**config.mk**
```make
export PLATFORM = sky130hd
export DESIGN_NAME = gray_code_counter
export DESIGN_NICKNAME = d
export VERILOG_FILES = /design/src/rtl/gray_code_counter_pkg.sv /design/src/rtl/gray_code_counter_gray2bin_dec.sv /design/src/rtl/gray_code_counter.sv
export SDC_FILE = /design/constraint.sdc
export NUM_CORES = 1
export LEC_CHECK = 0
export BUFFER_PORTS_ARGS = -buffer_cell sky130_fd_sc_hd__buf_2
export CORE_AREA = 2 2 61 63
export DETAILED_ROUTE_END_ITERATION = 10
export DIE_AREA = 0 0 63 65
export GPL_TIMING_DRIVEN = 0
export PLACE_DENSITY = 0.67
export SYNTH_ARGS = -nofsm -noshare
export SYNTH_HDL_FRONTEND = slang
export SYNTH_HIERARCHICAL = 1
export SYNTH_SLANG_ARGS = --single-unit
export TNS_END_PERCENT = 30
```
**constraint.sdc**
```tcl
create_clock -name clk -period 1.8 [get_ports clk]
set_input_delay 0.18 -clock clk [delete_from_list [all_inputs] [get_ports clk]]
set_output_delay 0.18 -clock clk [all_outputs]
set_load 0.005 [all_outputs]
```
**src/rtl/gray_code_counter_pkg.sv**
```systemverilog
// Shared definitions for the Gray code counter and its Gray-sample monitor.
//   - DEFAULT_WIDTH / DEFAULT_ERR_CNT_W : default parameter values for the top
//   - bin2gray / gray2bin               : conversions on a 32-bit container;
//     callers zero-extend narrower values and truncate the result. Leading
//     zeros do not change either conversion, so this holds for any width up to 32.
package gray_code_counter_pkg;

    localparam int DEFAULT_WIDTH     = 4;
    localparam int DEFAULT_ERR_CNT_W = 8;
    localparam int MAX_WIDTH         = 32;

    function automatic logic [MAX_WIDTH-1:0] bin2gray(input logic [MAX_WIDTH-1:0] b);
        return b ^ (b >> 1);
    endfunction

    function automatic logic [MAX_WIDTH-1:0] gray2bin(input logic [MAX_WIDTH-1:0] g);
        logic [MAX_WIDTH-1:0] b;
        b[MAX_WIDTH-1] = g[MAX_WIDTH-1];
        for (int i = MAX_WIDTH - 2; i >= 0; i--) begin
            b[i] = b[i+1] ^ g[i];
        end
        return b;
    endfunction

endpackage

```
**src/rtl/gray_code_counter_gray2bin_dec.sv**
```systemverilog
// Purely combinational Gray-to-binary decoder.
//   gray : input  WIDTH  Gray-coded value
//   bin  : output WIDTH  binary decode (b[MSB] = g[MSB], b[i] = b[i+1] ^ g[i])
module gray2bin_dec
    import gray_code_counter_pkg::*;
#(
    parameter int WIDTH = DEFAULT_WIDTH
) (
    input  logic [WIDTH-1:0] gray,
    output logic [WIDTH-1:0] bin
);

    logic [MAX_WIDTH-1:0] bin_full;

    assign bin_full = gray2bin(MAX_WIDTH'(gray));
    assign bin      = bin_full[WIDTH-1:0];

endmodule

```
**src/rtl/gray_code_counter.sv**
```systemverilog
// Up/down counter with registered binary and Gray outputs, plus an independent
// monitor that decodes an external Gray stream and flags illegal steps.
//   clk, rst_n          : clock, asynchronous active-low reset
//   en, up_dn           : count enable, direction (1 = up)
//   load, load_val      : synchronous load (has priority over en)
//   gray_q, bin_q, wrap : registered count (Gray / binary), wrap-around pulse
//   g_in, g_vld         : external Gray sample and qualifier
//   bin_out, bin_vld    : registered decode of g_in and its qualifier
//   step_err, err_cnt   : illegal-step pulse, saturating error count
module gray_code_counter
    import gray_code_counter_pkg::*;
#(
    parameter int WIDTH     = DEFAULT_WIDTH,
    parameter int ERR_CNT_W = DEFAULT_ERR_CNT_W
) (
    input  logic                 clk,
    input  logic                 rst_n,
    input  logic                 en,
    input  logic                 up_dn,
    input  logic                 load,
    input  logic [WIDTH-1:0]     load_val,
    output logic [WIDTH-1:0]     gray_q,
    output logic [WIDTH-1:0]     bin_q,
    output logic                 wrap,
    input  logic [WIDTH-1:0]     g_in,
    input  logic                 g_vld,
    output logic [WIDTH-1:0]     bin_out,
    output logic                 bin_vld,
    output logic                 step_err,
    output logic [ERR_CNT_W-1:0] err_cnt
);

    // ---------------- counter ----------------
    logic [WIDTH-1:0]     bin_nxt;
    logic                 wrap_nxt;
    logic [MAX_WIDTH-1:0] gray_nxt_full;

    always_comb begin
        bin_nxt  = bin_q;
        wrap_nxt = 1'b0;
        if (load) begin
            bin_nxt = load_val;
        end else if (en) begin
            if (up_dn) begin
                bin_nxt  = bin_q + WIDTH'(1);
                wrap_nxt = (bin_q == '1);
            end else begin
                bin_nxt  = bin_q - WIDTH'(1);
                wrap_nxt = (bin_q == '0);
            end
        end
    end

    // Gray output is registered from the next binary value so both outputs
    // change on the same edge and gray_q never glitches.
    assign gray_nxt_full = bin2gray(MAX_WIDTH'(bin_nxt));

    always_ff @(posedge clk or negedge rst_n) begin
        if (!rst_n) begin
            bin_q  <= '0;
            gray_q <= '0;
            wrap   <= 1'b0;
        end else begin
            bin_q  <= bin_nxt;
            gray_q <= gray_nxt_full[WIDTH-1:0];
            wrap   <= wrap_nxt;
        end
    end

    // ---------------- monitor ----------------
    logic [WIDTH-1:0] g_prev;
    logic             have_prev;
    logic [WIDTH-1:0] dec_bin;
    logic [WIDTH-1:0] g_diff;
    logic             multi_bit;

    gray2bin_dec #(
        .WIDTH (WIDTH)
    ) u_dec (
        .gray (g_in),
        .bin  (dec_bin)
    );

    // More than one bit differs iff clearing the lowest set bit leaves any set.
    assign g_diff    = g_in ^ g_prev;
    assign multi_bit = ((g_diff & (g_diff - WIDTH'(1))) != '0);

    always_ff @(posedge clk or negedge rst_n) begin
        if (!rst_n) begin
            bin_out   <= '0;
            bin_vld   <= 1'b0;
            step_err  <= 1'b0;
            err_cnt   <= '0;
            g_prev    <= '0;
            have_prev <= 1'b0;
        end else begin
            bin_vld  <= 1'b0;
            step_err <= 1'b0;
            if (g_vld) begin
                bin_out   <= dec_bin;
                bin_vld   <= 1'b1;
                g_prev    <= g_in;
                have_prev <= 1'b1;
                if (have_prev && multi_bit) begin
                    step_err <= 1'b1;
                    if (err_cnt != '1) begin
                        err_cnt <= err_cnt + ERR_CNT_W'(1);
                    end
                end
            end
        end
    end

endmodule

```
==> results by group, run 1 <==
Clock tree
  – Clock Sinks: 27
  – Total clock buffers created by CTS: 3
  – Root Driver: clkbuf_4
  – Deepest clock path buffer count: 2
  – Postcts setup bufs: 0
  – Clk_lat worst skew: 0.32 ns
  – H-tree Lvls: 1
  – Clock tree from TritonCTS: built
  – Clk slew on worst S/H paths: 0.14 ns

Die
  – Core area: 0.003496 sq mm
  – Site Rows: 22
  – Starting density of the core: 0.3812
  – Chip height: between 60 and 70 um
  – Die X-Extent: 63 um
  – # IOs: 37
  – DIE AREA: 0.004095 sq mm

Routing
  – Drt pass-1 iters: 3
  – Via count: 968
  – Wirelength per Cell: 12.27 um
  – Routed wl met2: ~1300 um
  – Met1 Routed Length: 1039 um
  – Met3 WL: about 100 um
  – Top routing layer in use: met4
  – Post-DRT Antenna Nets: 0
  – Via density: 4.722
  – WL final: 2515 um
  – DR iter-0 viols: 42
  – DR DRC count: 0

Global routing
  – Global-route wire length before repair: 4402 um
  – Largest net degree at the start of global routing: 28
  – Total GRT Usage: 0.1356
  – Initial antenna violation count: 0
  – Total gr overflow: 0
  – Number of global-route vias before repair: ~1100

Power
  – Share of power burned in the clock network: 0.156
  – NetSw: 0.5358 mW
  – Gate power share: 0.313
  – Leakage power: 0.7819 nW
  – PwrDens: just under 1000 mW/mm^2
  – Register share of total power: 0.531
  – Peak VDD IR: 0.3506 mV
  – Switching share of power: 0.3301
  – Internal: around 1.1 mW
  – Power consumption: 1.623 mW

Placed design
  – DP Worst Slack: -0.06483 ns
  – I/O Buffers: 35
  – Post-detail-place hpwl: 1910 um
  – RePlAce Congestion: 0.7652

Synthesis
  – Yosys top cell area share: 0.5070
  – Area leader, netlist: dfrtp_1
  – Seq/Total Area, Yosys: 0.5070
  – Cell area after synthesis: 0.001333 sq mm
  – Mapped Cells: around 120
  – Syn nets: 134
  – Yosys cell types: 29
  – Dominant cells by area after synthesis: dfrtp_1 51%, mux2_2 7.6%, xnor2_1 6.6%
  – Register bit total from synthesis: 27
  – YS warnings: 6
  – Post-Synthesis Mean Instance Area: 11.49 sq um

Critical path
  – CP endpoint kind: flip-flop
  – Worst path cell trace: xnor2_1, o21ai_1, o2111ai_4, nor2_2, mux2_2
  – Startpoint types: flip-flop
  – Delay of the slowest cell on the worst path: 0.42 ns
  – CP Class: reg2reg
  – Req. time, crit path: about 2.0 ns
  – CP max stage cell: dfrtp_1
  – CP Max Fanout: 8
  – Worst Path Arrival: 1.91 ns

Layout
  – # diodes: 0
  – Area Overhead vs Synth: 24.13%
  – Post-layout util: 0.4732
  – Share of cells above drive strength 1: 0.3949
  – Nets: 176

Timing
  – Final worst path period share: 0.9412
  – Worst-Margin Slew: approximately 0.58 ns
  – Max frequency: 0.5902 GHz
  – Slew HR: 0.6117
  – Final setup fails: 0
  – Final Skew: 0.001528 ns
  – Final Hold Violating Endpoints: 0
  – RSZ-0062 raised after global routing: true
  – Hold Worst Slack: 0.09703 ns
  – Pins Over Slew Limit: 0
  – Setup ws final: around 0.11 ns
  – Tmin final: 1.694 ns

Worst hold path
  – HP Class: in2reg

Job
  – Max Cap Viol: 0

Status
  – Status: complete, no violations
==> routing by layer <==
| layer | global-route usage | vias up |
|---|---|---|
| met4 | 0.07500 | 0 |
| met3 | 0.01736 | 2 |
| met2 | 0.2487 | 27 |
| li1 | - | 476 |
| met5 | 0 | - |
| met1 | 0.1521 | 463 |
==> sequential cells by signal, summed over array words and instances (netlist names) <==
name and count:
bin_q 4, bin_out 4, step_err 1, bin_vld 1, g_prev 4, err_cnt 8, wrap 1, have_prev 1
gray_q 3
==> power groups by stage <==
stage	Clock, mW	Sequential [mW]	Combinational, mW
after floorplan	0	0.866	0.276
after global placement	0	0.862	0.474
after detailed placement	0	0.874	0.494
after CTS	0.273	0.862	0.500
after global routing	0.294	0.887	0.572
final	0.254	0.861	0.508
==> critical path: cells and delay by family (launching register included) <==
kind	cells	cell delay (ns)
simple gates	1	0.20
xor+xnor	1	0.17
compound gates	2	0.47
flops	1	0.42
mux	1	0.34
==> cell type report <==
class	instances	area, sq um
Inverter	5	18.77
Clock buffer	3	22.52
Clock inverter	1	5.005
Sequential cell	27	676.9
Multi-Input combinational cell	79	645.6
Timing Repair Buffer	37	195.2
Buffer	5	30.03
Fill cell	349	1842
Tap cell	48	60.06
==> per-stage QoR <==
| step | TNS [ns] | instances | cell area, sq um |
|---|---|---|---|
| 3_5_place_dp | -0.1587 | 199 | 1568 |
| 4_1_cts | 0 | 205 | 1619 |
| 5_1_grt | -0.01391 | 205 | 1654 |
| 2_1_floorplan | 0 | 116 | 1333 |
| 6_report | 0 | 205 | 1654 |
| 3_3_place_gp | -0.008731 | 199 | 1568 |
==> path summary, 6_finish.rpt <==
check,from,to,slack [ns],cells past startpoint
worst max-delay path,g_prev[3],err_cnt[1],0.11,5
worst min-delay path,load_val[2],bin_q[2],0.1,3
worst max register to register,g_prev[3],err_cnt[1],0.11,5
worst min register to register,err_cnt[6],err_cnt[6],0.50,1
max in group asynchronous,rst_n,bin_q[0],1.01,2
min in group asynchronous,rst_n,g_prev[2],0.38,2
==> synthesized netlist by cell type <==
cell,number
o2111ai_2,1
and3_1,2
dfrtp_1,27
nor2_1,7
fa_1,1
nand3_1,6
or2_2,1
nor4_1,3
xor2_1,9
o21ai_1,1
nand2_1,6
clkbuf_1,2
a31oi_1,1
nand4_1,1
xor2_2,1
a21oi_1,3
inv_1,5
mux2i_1,1
nor4b_2,1
o21ai_0,4
nor3_1,1
or4_1,1
a21o_1,2
buf_4,3
nor3b_1,3
mux2_2,9
a22oi_1,1
xnor2_1,10
ha_1,3
==> logic make-up after synthesis <==
logic type | Yosys count | share of synthesized area
AO/OA/AOI/OAI | 13 | 0.06290
buffers and inverters | 10 | 0.03662
AND/OR/NAND/NOR | 32 | 0.1296
XOR/XNOR | 20 | 0.1371
flip-flops | 27 | 0.5070
adder cells (fa/ha/maj) | 4 | 0.04320
multiplexers | 10 | 0.08357
==> placed cells by master, fill, tap and decap left out, types with 2 or more instances in the layout <==
cell           instances
dfrtp_1               26
a21oi_2                2
nor2_1                 6
ha_1                   3
and3_1                 2
buf_2                 35
nor3b_1                3
nand2_1                6
a21o_1                 2
buf_4                  3
clkbuf_1               2
inv_1                  5
xnor2_1                9
xor2_1                 9
dlygate4sd3_1          2
o21ai_1                2
o21ai_0                3
mux2_2                 9
nand3_1                6
clkbuf_4               3
nor4_1                 2
==> timing repair <==
action                                  4_1_cts  5_1_grt
gates cloned                                  0        0
endpoints found under the hold margin        28        0
hold buffers                                  2        0
gates resized for setup                       1        8
endpoints found under the setup margin        3        9
Note: power is estimated with default switching activity, not from simulation.
==> run 2, diff against run 1 <==
--- a/config.mk
+++ b/config.mk
@@ -6,10 +6,12 @@
 export NUM_CORES = 1
 export LEC_CHECK = 0
 export BUFFER_PORTS_ARGS = -buffer_cell sky130_fd_sc_hd__buf_2
+export CAP_MARGIN = 25
 export CORE_AREA = 2 2 61 63
 export DETAILED_ROUTE_END_ITERATION = 10
 export DIE_AREA = 0 0 63 65
 export GPL_TIMING_DRIVEN = 0
+export HOLD_SLACK_MARGIN = 0.02
 export PLACE_DENSITY = 0.67
 export SYNTH_ARGS = -nofsm -noshare
 export SYNTH_HDL_FRONTEND = slang
==> constraint.sdc (replaced) <==
create_clock -name clk -period 2.1 [get_ports clk]
set_input_delay 0.21 -clock clk [delete_from_list [all_inputs] [get_ports clk]]
set_output_delay 0.21 -clock clk [all_outputs]
set_load 0.005 [all_outputs]
==> results by group, run 2 (synthesized netlist as in run 1, its figures left out) <==
Status
  – Status: complete, no violations

Power
  – Peak VDD IR: 0.2962 mV (-16%)
  – PwrDens: 850.4 mW/mm^2 (-13%)
  – Leakage power: 0.7765 nW (-0.70%)

Critical path
  – Worst Path Arrival: 2.12 ns (+0.21 ns)
  – CP Class: reg2reg
  – Req. time, crit path: 2.31 ns (+0.29 ns)
  – Worst Reg-to-Reg Cells: 7 (+2)
  – Startpoint types: flip-flop
  – CP endpoint kind: flip-flop
  – CP Max Fanout: 6 (-2)

Die
  – # IOs: 37 (unchanged)
  – Chip height: 65 um (unchanged)
  – Site Rows: 22 (unchanged)
  – Core area: 0.003496 sq mm (unchanged)
  – DIE AREA: 0.004095 sq mm (unchanged)
  – Die X-Extent: 63 um (unchanged)
  – Starting density of the core: 0.3812 (unchanged)

Timing
  – Worst-Margin Slew: 0.5796 ns (-0.002874 ns)
  – Final worst path period share: 0.9083 (-0.03294)
  – Setup TNS: 0 ns (unchanged)
  – Tmin final: 1.907 ns (+0.2132 ns)
  – Pins Over Slew Limit: 0 (unchanged)
  – Final Hold Violating Endpoints: 0 (unchanged)
  – Max frequency: 0.5243 GHz (-11%)
  – Slew HR: 0.6136 (+0.001916)
  – Final Skew: 0.003861 ns (+0.002332 ns)
  – Setup ws final: 0.1925 ns (+0.08679 ns)
  – Final setup fails: 0 (unchanged)
  – RSZ-0062 raised after global routing: false

Clock tree
  – Total clock buffers created by CTS: 3 (unchanged)
  – Clk slew on worst S/H paths: 0.14 ns (about the same)
  – H-tree Lvls: 1 (unchanged)
  – Clock tree from TritonCTS: built
  – Post-cts resize count: 0 (-1)
  – CTS Hold Bufs: 2 (unchanged)
  – Root Driver: clkbuf_4
  – Deepest clock path buffer count: 2 (unchanged)
  – Clk_lat worst skew: 0.32 ns (about the same)
  – Clock Sinks: 27 (unchanged)
  – Postcts setup bufs: 0 (unchanged)

Routing
  – Via density: 4.756 (+0.72%)
  – Wirelength per Cell: 12.15 um (-0.99%)
  – Post-DRT Antenna Nets: 0 (unchanged)
  – DR iter-0 viols: 42 (unchanged)
  – DR DRC count: 0 (unchanged)
  – WL final: 2490 um (-0.99%)
  – Via count: 975 (+0.72%)
  – Drt pass-1 iters: 4 (+1)

Layout
  – Most frequent cells in the layout: 35 x buf_2, 27 x dfrtp_1, 10 x xnor2_1
  – Area of the multi-input gates: 608.1 sq um (-5.8%)
  – Area Overhead vs Synth: 21.22%
  – Fill cells: 352 (+0.86%)
  – Register Area: 675.6 sq um (-0.18%)
  – # diodes: 0 (unchanged)
  – Top reg by flops: err_cnt
  – Most common cell after layout, fill and taps aside: buf_2
  – Largest register FFs: 8 (unchanged)
  – Nets: 176 (unchanged)
  – Share of cells above drive strength 1: 0.3503 (-0.04459)

Placed design
  – I/O Buffers: 35 (unchanged)
  – RePlAce Congestion: 0.7652 (unchanged)
  – DP Worst Slack: 0.2352 ns (+0.3000 ns)
  – Post-detail-place hpwl: 1910 um (unchanged)

Global routing
  – Global-route wire length before repair: 4374 um (-0.64%)
  – Number of global-route vias before repair: 1045 (-0.67%)
  – GR Layer Usage met2: 0.2460 (-0.002660)
  – Total GRT Usage: 0.1349 (-0.0007536)
  – Initial antenna violation count: 0 (unchanged)
  – GRT Max-Usage Layer: met2
  – Met3 GRT Util: 0.01736 (unchanged)
  – Met1 Use GR: 0.1521 (unchanged)
  – Total gr overflow: 0 (unchanged)
  – Largest net degree at the start of global routing: 28 (unchanged)

Job
  – Max Cap Viol: 0 (unchanged)

Worst hold path
  – Hold Path Cell Cnt: 2 (-1)
  – HP Class: in2reg
## run 2: cell counts in the layout (fill, tap and decap cells not counted)
No cell type changed its count.
## run 2: report_power, final
| group | switching [mW] | internal [mW] | leakage [nW] | total (mW) |
|---|---|---|---|---|
| Clock | 0.149 | 0.0713 | 0.0177 | 0.220 |
| Combinational | 0.194 | 0.224 | 0.434 | 0.417 |
| Sequential | 0.108 | 0.628 | 0.325 | 0.736 |
| Total | 0.450 | 0.923 | 0.776 | 1.37 |
## run 2: stage by stage
| step | hold WS (ns) | cell area, sq um | utilization | instances | power [mW] |
|---|---|---|---|---|---|
| floorplan | -0.08559 | 1333 | - | 116 | 0.9788 |
| global placement | 0.2352 | 1568 | 0.4485 | 199 | 1.145 |
| detailed placement | 0.2441 | 1568 | 0.4485 | 199 | 1.172 |
| CTS | 0.1556 | 1615 | 0.4621 | 205 | 1.400 |
| global route | 0.1519 | 1615 | 0.4621 | 205 | 1.482 |
| finish | 0.1697 | 1615 | 0.4621 | 205 | 1.374 |
## run 2: worst paths after layout
kind / start / end / slack, ns
hold reg to reg: err_cnt[6] / err_cnt[6] / 0.51
min in group asynchronous: rst_n / bin_out[2] / 0.40
setup / recovery: bin_q[0] / gray_q[2] / 0.19
hold / removal: g_in[0] / g_prev[0] / 0.17
max in group asynchronous: rst_n / gray_q[2] / 1.32
setup reg to reg: bin_q[0] / gray_q[2] / 0.19
## run 2: final cells by class
class	instances	share of cell area
clock buffer	3	0.01394
tap	48	0.03718
inverter	5	0.01162
buffer	5	0.01859
sequential	27	0.4183
multi-input combinational	79	0.3765
timing repair buffer	37	0.1208
clock inverter	1	0.003098
## run 2: critical path: stages, from the launching register on
cell and delay (ns):
dfrtp_1 0.49, inv_1 0.09, fa_1 0.41, xnor2_1 0.14, mux2i_1 0.14, nor2_1 0.05, a21oi_1 0.34, xnor2_1 0.12
## run 2: layer usage
metal  wire length (um)  share of wire
met5                  0              0
met3                109          0.044
met4                 27          0.011
met1               1058           0.42
met2               1294           0.52
==> run 3, diff against run 2 <==
--- a/config.mk
+++ b/config.mk
@@ -15,6 +15,5 @@
 export PLACE_DENSITY = 0.67
 export SYNTH_ARGS = -nofsm -noshare
 export SYNTH_HDL_FRONTEND = slang
-export SYNTH_HIERARCHICAL = 1
 export SYNTH_SLANG_ARGS = --single-unit
 export TNS_END_PERCENT = 30
==> results by group, run 3 <==
Synthesis
  – Top-count cell post-synth: dfrtp_1
  – Main flop type after synthesis: dfrtp_1
  – Dominant cells by area after synthesis: dfrtp_1 50%, xnor2_1 7.3%, mux2_2 6.0%
  – Area leader, netlist: dfrtp_1
  – YS warnings: 0 (-6)
  – Post-synth EDFFs: 0 (unchanged)
  – Mapped Cells: 119 (+2.6%)
  – Seq/Total Area, Yosys: 0.4952 (-0.01180)
  – Cell area after synthesis: 0.001314 sq mm (-1.4%)
  – Register bit total from synthesis: 26 (-3.7%)
  – Syn nets: 137 (+2.2%)
  – Yosys cell types: 34 (+17%)
  – Post-Synthesis Mean Instance Area: 11.04 sq um (-3.9%)
  – Yosys top cell area share: 0.4952 (-0.01180)
  – Synth cell count leaders: 26 x dfrtp_1, 11 x xnor2_1, 9 x nor2_1
  – Asr flop ratio synth: 1.000 (unchanged)

Global routing
  – Global-route wire length before repair: 4264 um (-2.5%)
  – Initial antenna violation count: 0 (unchanged)
  – Total gr overflow: 0 (unchanged)
  – Largest net degree at the start of global routing: 27 (-3.6%)
  – Total GRT Usage: 0.1291 (-0.005810)
  – Number of global-route vias before repair: 992 (-5.1%)

Clock tree
  – CTS Hold Bufs: 1 (-1)
  – Total clock buffers created by CTS: 3 (unchanged)
  – Root Driver: clkbuf_4
  – Clock tree from TritonCTS: built
  – Post-cts resize count: 0 (unchanged)
  – Deepest clock path buffer count: 2 (unchanged)
  – Clk_lat worst skew: 0.31 ns (about the same)
  – Clock Sinks: 26 (-3.7%)
  – H-tree Lvls: 1 (unchanged)
  – Clk slew on worst S/H paths: 0.12 ns (-0.02 ns)
  – Postcts setup bufs: 0 (unchanged)

Layout
  – Area Overhead vs Synth: 20.38%
  – Most common cell after layout, fill and taps aside: buf_2
  – # diodes: 0 (unchanged)
  – Nets: 178 (+1.1%)
  – Final cell count without fillers: 206 (+0.49%)
  – Top reg by flops: err_cnt
  – Largest regs: err_cnt (8), bin_out (4), bin_q (4)
  – Most frequent cells in the layout: 36 x buf_2, 26 x dfrtp_1, 11 x xnor2_1
  – Post-layout util: 0.4524 (-0.009664)
  – Post-route cell area: 0.001582 sq mm (-2.1%)
  – Share of cells above drive strength 1: 0.3481 (-0.002217)
  – Largest register FFs: 8 (unchanged)

Die
  – # IOs: 37 (unchanged)
  – Die X-Extent: 63 um (unchanged)
  – Starting density of the core: 0.3758 (-0.005369)
  – Chip height: 65 um (unchanged)
  – DIE AREA: 0.004095 sq mm (unchanged)
  – Site Rows: 22 (unchanged)
  – Core area: 0.003496 sq mm (unchanged)

Routing
  – Via density: 4.714 (-0.89%)
  – WL final: 2453 um (-1.5%)
  – DR DRC count: 0 (unchanged)
  – Drt pass-1 iters: 4 (unchanged)
  – Wirelength per Cell: 11.91 um (-2.0%)
  – Post-DRT Antenna Nets: 0 (unchanged)
  – DR iter-0 viols: 37 (-12%)
  – Via count: 971 (-0.41%)

Timing
  – Setup ws final: 0.2740 ns (+0.08148 ns)
  – Max frequency: 0.5477 GHz (+4.5%)
  – Setup TNS: 0 ns (unchanged)
  – Hold Worst Slack: 0.06112 ns (-0.1086 ns)
  – Pins Over Slew Limit: 0 (unchanged)
  – Tmin final: 1.826 ns (-0.08148 ns)
  – Slew HR: 0.6335 (+0.01995)
  – Final setup fails: 0 (unchanged)
  – Final Skew: 0.005681 ns (+0.001820 ns)
  – Final worst path period share: 0.8695 (-0.03880)
  – RSZ-0062 raised after global routing: false
  – Worst-Margin Slew: 0.5497 ns (-0.02992 ns)
  – Final Hold Violating Endpoints: 0 (unchanged)

Power
  – Peak VDD IR: 0.3072 mV (+3.7%)
  – PwrDens: 832.4 mW/mm^2 (-2.1%)
  – Power consumption: 1.316 mW (-4.2%)
  – Leakage power: 0.7601 nW (-2.1%)

Placed design
  – Post-detail-place hpwl: 1921 um (+0.55%)
  – DP Worst Slack: 0.2520 ns (+0.01681 ns)
  – Placed cells: 202 (+1.5%)
  – Placed Area: 0.001549 sq mm (-1.2%)
  – RePlAce Congestion: 0.7804 (+2.0%)
  – I/O Buffers: 35 (unchanged)

Worst hold path
  – HP Class: in2reg

Critical path
  – Startpoint types: flip-flop
  – CP endpoint kind: flip-flop
  – CP Max Fanout: 6 (unchanged)
  – Req. time, crit path: 2.29 ns (-0.02 ns)
  – Worst Path Arrival: 2.02 ns (-0.10 ns)
  – CP Class: reg2reg

Status
  – Status: complete, no violations

Job
  – Max Cap Viol: 0 (unchanged)
run 3: layout make-up:
type                       count  area [sq um]
fill                         337          1914
sequential                    26         650.6
multi-input combinational     83         616.8
timing repair buffer          36         185.2
tap                           48         60.06
buffer                         5         27.53
clock buffer                   3         22.52
inverter                       5         18.77
run 3: path summary, 6_finish.rpt:
kind	from	end	slack [ns]	depth (start not counted)
max	bin_q[0]	gray_q[1]	0.27	7
min	g_vld	bin_vld	0.06	1
max reg2reg	bin_q[0]	gray_q[1]	0.27	7
min reg2reg	bin_out[1]	bin_out[1]	0.52	1
max in group asynchronous	rst_n	bin_q[2]	1.34	2
min in group asynchronous	rst_n	step_err	0.40	2
run 3: kinds of logic (layout without fill, tap and decap cells):
kind of cell    Yosys count  in the layout  share of synthesized area
simple gates             37             37                     0.1533
flops                    26             26                     0.4952
compound gates           17             17                    0.09143
xor+xnor                 17             17                     0.1133
buf+inv                  10             49                    0.03523
mux                       8              8                    0.06762
fa+ha+maj                 4              4                    0.04381
run 3: critical path, cell delays in order, from the launching register on:
cell and delay (ns):
dfrtp_1 0.47, inv_1 0.09, fa_1 0.41, xnor2_1 0.14, mux2i_1 0.13, nor2_1 0.05
a21oi_1 0.30, xnor2_1 0.11
run 3: routing by layer:
layer	part of all wire	vias up	GRT usage
met3	0.053	4	0.01736
li1	-	480	-
met2	0.51	29	0.2327
met4	0.0077	0	0.05000
met5	0	-	0
met1	0.43	458	0.1558
run 3: report_power, final:
group          leakage [nW]  internal [mW]  switching [mW]
clock network        0.0138         0.0670           0.132
registers             0.312          0.606          0.0995
logic                 0.434          0.219           0.193
total                 0.760          0.892           0.425
